===== src/rtl/sram_controller.sv =====
// Sequences one 32-bit MEM-stage access as two 16-bit half-word transfers on an async SRAM.
// ready drops for 1+2*WAIT_CYCLES cycles per access; SRAM pins are decoded from registered state.
module sram_controller #(
  parameter int BASE_ADDR   = 1024,
  parameter int WAIT_CYCLES = 2
) (
  input  logic        clk,
  input  logic        rst,
  input  logic        wr_en,
  input  logic        rd_en,
  input  logic [31:0] address,
  input  logic [31:0] write_data,
  output logic [31:0] read_data,
  output logic        ready,
  output logic [17:0] sram_addr,
  output logic [15:0] sram_dq_out,
  output logic        sram_dq_oe,
  input  logic [15:0] sram_dq_in,
  output logic        sram_we_n,
  output logic        sram_oe_n
);

  localparam int CW = (WAIT_CYCLES > 1) ? $clog2(WAIT_CYCLES) : 1;
  localparam logic [CW-1:0] CNT_LAST = CW'(WAIT_CYCLES - 1);

  typedef enum logic [1:0] {IDLE, LO, HI, DONE} state_t;

  state_t        state_q, state_d;
  logic [CW-1:0] cnt_q, cnt_d;
  logic [31:0]   addr_q, addr_d;
  logic [31:0]   data_q, data_d;
  logic          wr_q, wr_d;
  logic [31:0]   read_data_q, read_data_d;

  logic        req;
  logic        is_hi;
  logic [16:0] word_idx;

  assign req       = rd_en | wr_en;
  assign is_hi     = (state_q == HI);
  assign word_idx  = 17'((addr_q - 32'(BASE_ADDR)) >> 2);
  assign read_data = read_data_q;

  always_comb begin
    state_d     = state_q;
    cnt_d       = cnt_q;
    addr_d      = addr_q;
    data_d      = data_q;
    wr_d        = wr_q;
    read_data_d = read_data_q;
    ready       = 1'b0;
    sram_addr   = '0;
    sram_dq_out = '0;
    sram_dq_oe  = 1'b0;
    sram_we_n   = 1'b1;
    sram_oe_n   = 1'b1;

    case (state_q)
      IDLE: begin
        ready = ~req;
        if (req) begin
          // A simultaneous read and write request is treated as a write.
          addr_d  = address;
          data_d  = write_data;
          wr_d    = wr_en;
          cnt_d   = '0;
          state_d = LO;
        end
      end
      LO, HI: begin
        sram_addr = {word_idx, is_hi};
        if (wr_q) begin
          sram_we_n   = 1'b0;
          sram_dq_oe  = 1'b1;
          sram_dq_out = is_hi ? data_q[31:16] : data_q[15:0];
        end else begin
          sram_oe_n = 1'b0;
        end
        if (cnt_q == CNT_LAST) begin
          cnt_d = '0;
          if (!wr_q) begin
            if (is_hi) read_data_d[31:16] = sram_dq_in;
            else       read_data_d[15:0]  = sram_dq_in;
          end
          state_d = is_hi ? DONE : HI;
        end else begin
          cnt_d = cnt_q + CW'(1);
        end
      end
      DONE: begin
        ready   = 1'b1;
        state_d = IDLE;
      end
      default: state_d = IDLE;
    endcase
  end

  always_ff @(posedge clk or posedge rst) begin
    if (rst) begin
      state_q     <= IDLE;
      cnt_q       <= '0;
      addr_q      <= '0;
      data_q      <= '0;
      wr_q        <= 1'b0;
      read_data_q <= '0;
    end else begin
      state_q     <= state_d;
      cnt_q       <= cnt_d;
      addr_q      <= addr_d;
      data_q      <= data_d;
      wr_q        <= wr_d;
      read_data_q <= read_data_d;
    end
  end

endmodule


===== config.mk =====
export PLATFORM = sky130hd
export DESIGN_NAME = sram_controller
export DESIGN_NICKNAME = d
export VERILOG_FILES = /design/src/rtl/sram_controller.sv
export SDC_FILE = /design/constraint.sdc
export NUM_CORES = 1
export LEC_CHECK = 0
export CORE_ASPECT_RATIO = 0.75
export CORE_UTILIZATION = 43
export DETAILED_ROUTE_END_ITERATION = 10
export PLACE_DENSITY = 0.91
export SLEW_MARGIN = 10
export SYNTH_ARGS = -nofsm -noshare
export SYNTH_HDL_FRONTEND = slang
export SYNTH_SLANG_ARGS = --single-unit

===== constraint.sdc =====
create_clock -name clk -period 2.8 [get_ports clk]
set_input_delay 0.42 -clock clk [delete_from_list [all_inputs] [get_ports clk]]
set_output_delay 0.42 -clock clk [all_outputs]
set_load 0.05 [all_outputs]

==> results of run 1 <==
==> metrics by stage <==
| stage | std cells | utilization [%] | setup WS, ns | instance area, um^2 | hold WS, ns |
|---|---|---|---|---|---|
| detailed placement | 515 | 64.9 | 0.426 | 5490 | 0.490 |
| finish | 531 | 68.7 | 0.170 | 5810 | 0.501 |
| floorplan | 275 | - | 0.142 | 3740 | 0.471 |
| global route | 531 | 68.7 | 0.0455 | 5810 | 0.517 |
| CTS | 531 | 68.6 | 0.0744 | 5800 | 0.504 |
| global placement | 515 | 64.9 | 0.453 | 5490 | 0.481 |
==> flip-flops by register name, summed over array words and instances (netlist names) <==
signal	flops
wr_q	1
cnt_q	1
read_data	32
data_q	32
addr_q	17
state_q	2
==> cell families after synthesis <==
group | Yosys count
xor+xnor | 1
simple gates | 48
flops | 85
compound gates | 15
mux | 100
fa+ha+maj | 4
buf+inv | 22
==> cells in the final DEF, fill, tap and decap left out, drive strengths merged <==
master,n
clkdlybuf4s50,106
dfrtp,85
mux2,81
buf,39
mux2i,19
nor2,19
clkbuf,11
inv,9
nand2,8
and2,8
a21oi,7
o21ai,5
ha,4
nand2b,3
or3,2
o31ai,2
clkinvlp,2
bufinv,2
nor4,2
nand3b,1
nor4b,1
or4,1
or4b,1
xnor2,1
or3b,1
clkinv,1
nand3,1
a22o,1
==> final cells by class <==
class                   instances  area, um^2  share of cell area, %
clock buffers                  11         233                   4.00
clock inverters                 5        83.8                   1.44
inverters                       9        35.0                  0.603
multi-input cells             168        1530                   26.4
flip-flops and latches         85        2130                   36.6
well taps                     108         135                   2.33
repair buffers                145        1670                   28.7
==> synthesized netlist by cell type, drive strengths merged (2+ instances only) <==
library cell / n
a21oi: 7
and2: 8
buf: 10
clkbuf: 3
dfrtp: 85
ha: 4
inv: 9
mux2: 81
mux2i: 19
nand2: 8
nand2b: 3
nor2: 19
nor4: 2
o21ai: 5
o31ai: 2
or3: 2
==> metal layers <==
metal	global-route usage, %	up-vias	routed length [um]
met5	0	-	0
met4	4.85	0	68
met3	7.38	7	666
met2	34.2	91	4280
met1	23.6	1310	3580
li1	-	1240	-
==> how the worst max path moves through the flow <==
stage,cells past startpoint,endpoint,startpoint,slack (ns)
floorplan,5,sram_addr[17],addr_q[10]$_DFFE_PP0P_,0.14
global route,6,sram_addr[17],addr_q[10]$_DFFE_PP0P_,0.05
CTS,6,sram_addr[17],addr_q[10]$_DFFE_PP0P_,0.07
detailed placement,6,sram_addr[17],addr_q[10]$_DFFE_PP0P_,0.43
global placement,6,sram_addr[17],addr_q[10]$_DFFE_PP0P_,0.45
finish,6,sram_addr[17],addr_q[10]$_DFFE_PP0P_,0.17
==> repair_timing <==
item	in CTS	in global routing
resized for setup	0	2
hold buffers	0	0
hold endpoints to repair	0	0
endpoints found under the setup margin	0	1
==> flow_summary.toml, run 1 <==
[floorplan]
die_w_um = 110
io_pins = 154
die_h_um = 82.8
core_area_mm2 = 0.00845
std_cell_rows = 29
initial_core_util_pct = 44.3
die-area_mm2 = 0.00909

[synthesis]
synthArstFlopShare_pct = 100
synth_top_area_share_pct = 56.8
synth_edf_count = 0
synth_area_leader_cell = "dfrtp_1"
synthCells = 275
synthesis.area_mm2 = 0.00374
ys_warn_count = 0
synth_top_family_by_area = "multiplexers"
synth_simple_gate_area_share_pct = 7.09
synth.area.top_cells = "dfrtp_1, mux2_2, mux2i_1, nor2_1, and2_1"
synth_area_per_cell_um2 = 13.6
yosys.area_share.xor_xnor_pct = 0.234
syn_nets = 363
synth.area.mux_share_pct = 29.4
synthAdderAreaFrac_pct = 1.34
ys_seq_area_share_pct = 56.8
synth_compound_area_share_pct = 2.24
synthFlopType = "dfrtp_1"
synth-seq-cells = 85
ys_types = 28

[clocking]
cts_buffers = 9
htreeDepth = 3
post_cts_buffers = 0
path_clk_slew_ns = 0.06
clockBufferDepth = 2
insertion_delay_ns = 0.32
cts_tree = "yes"
root_buffer = "clkbuf_16"
cts.sinks = 85

[cells_and_area]
area_growth_pct = 55.2
nets = 506
drive_gt1_share_pct = 33.8
fillers = 645
n_antenna_cell = 0

[timing]
fin_worst_skew_ns = 0.00532
setup_viol = 0
period_minus_slack_ns = 2.63
max_freq_ghz = 0.380
rsz0062_at_grt = "no"
slew_headroom_pct = 52.0
worst_pin_slew_ns = 0.719
finalHoldViolations = 0
period_share_pct = 93.9
final.setup.tns_ns = 0
slew_violations = 0

[setup_path]
regToRegEndpoint = "read_data[0]$_DFFE_PP0P_"
worstPathArrival_ns = 2.21
r2r_slack_ns = 0.58
end_kind = "output port"
cp_slowest_cell = "or4b_4"
critPathBufInv = 2
startpoint_type = "flip-flop"
cp.required_ns = 2.38
path_delay_family = "simple AND/OR/NAND/NOR gates"
criticalPathCategory = "flip-flop to output port"
r2r_cells = 7
r2r_start = "state_q[0]$_DFFE_PP0P_"
crit_path_cell_trace = "inv_1 -> ha_1 -> or4b_4 -> nor4_2 -> mux2i_1 -> buf_12"
worst-path-max-fanout = 5
slowest_delay_ns = 0.50

[outcome]
outcome = "complete, no violations"

[global_routing]
antenna_found_initial = 0
track_usage_pct = 19.9
grt_pass1_vias = 2877
overflow = 0
grt_max_degree = 52
grt_pass1_wl_mm = 13.9

[detailed_routing]
drcViolationCount = 0
via_count = 2648
viasPerCell = 4.99
wl_per_cell_um = 16.2
drt_pass1_iterations = 4
routed_wl_mm = 8.59
drtIter0Drc = 72
antenna_left = 0

[placement]
hpwl_mm = 6.12
io_buffers = 138
gp_congestion = 0.780

[min_path]
min_from = "addr_q[9]$_DFFE_PP0P_"
min_path_cells = 1
hp-class = "flip-flop to flip-flop"
hold_end = "addr_q[9]$_DFFE_PP0P_"

[job]
cap_violations = 0
Power of run 1 is not shown: default switching activity piles up to over one toggle a cycle in this logic, so the estimate is an artifact.
==> inputs of run 2 (changes only) <==
Settings changed: CAP_MARGIN set to 15.
==> results of run 2 <==
The final DEF is identical to that of run 1; final timing and power are the same.
Power of run 2 is left out for the same reason.
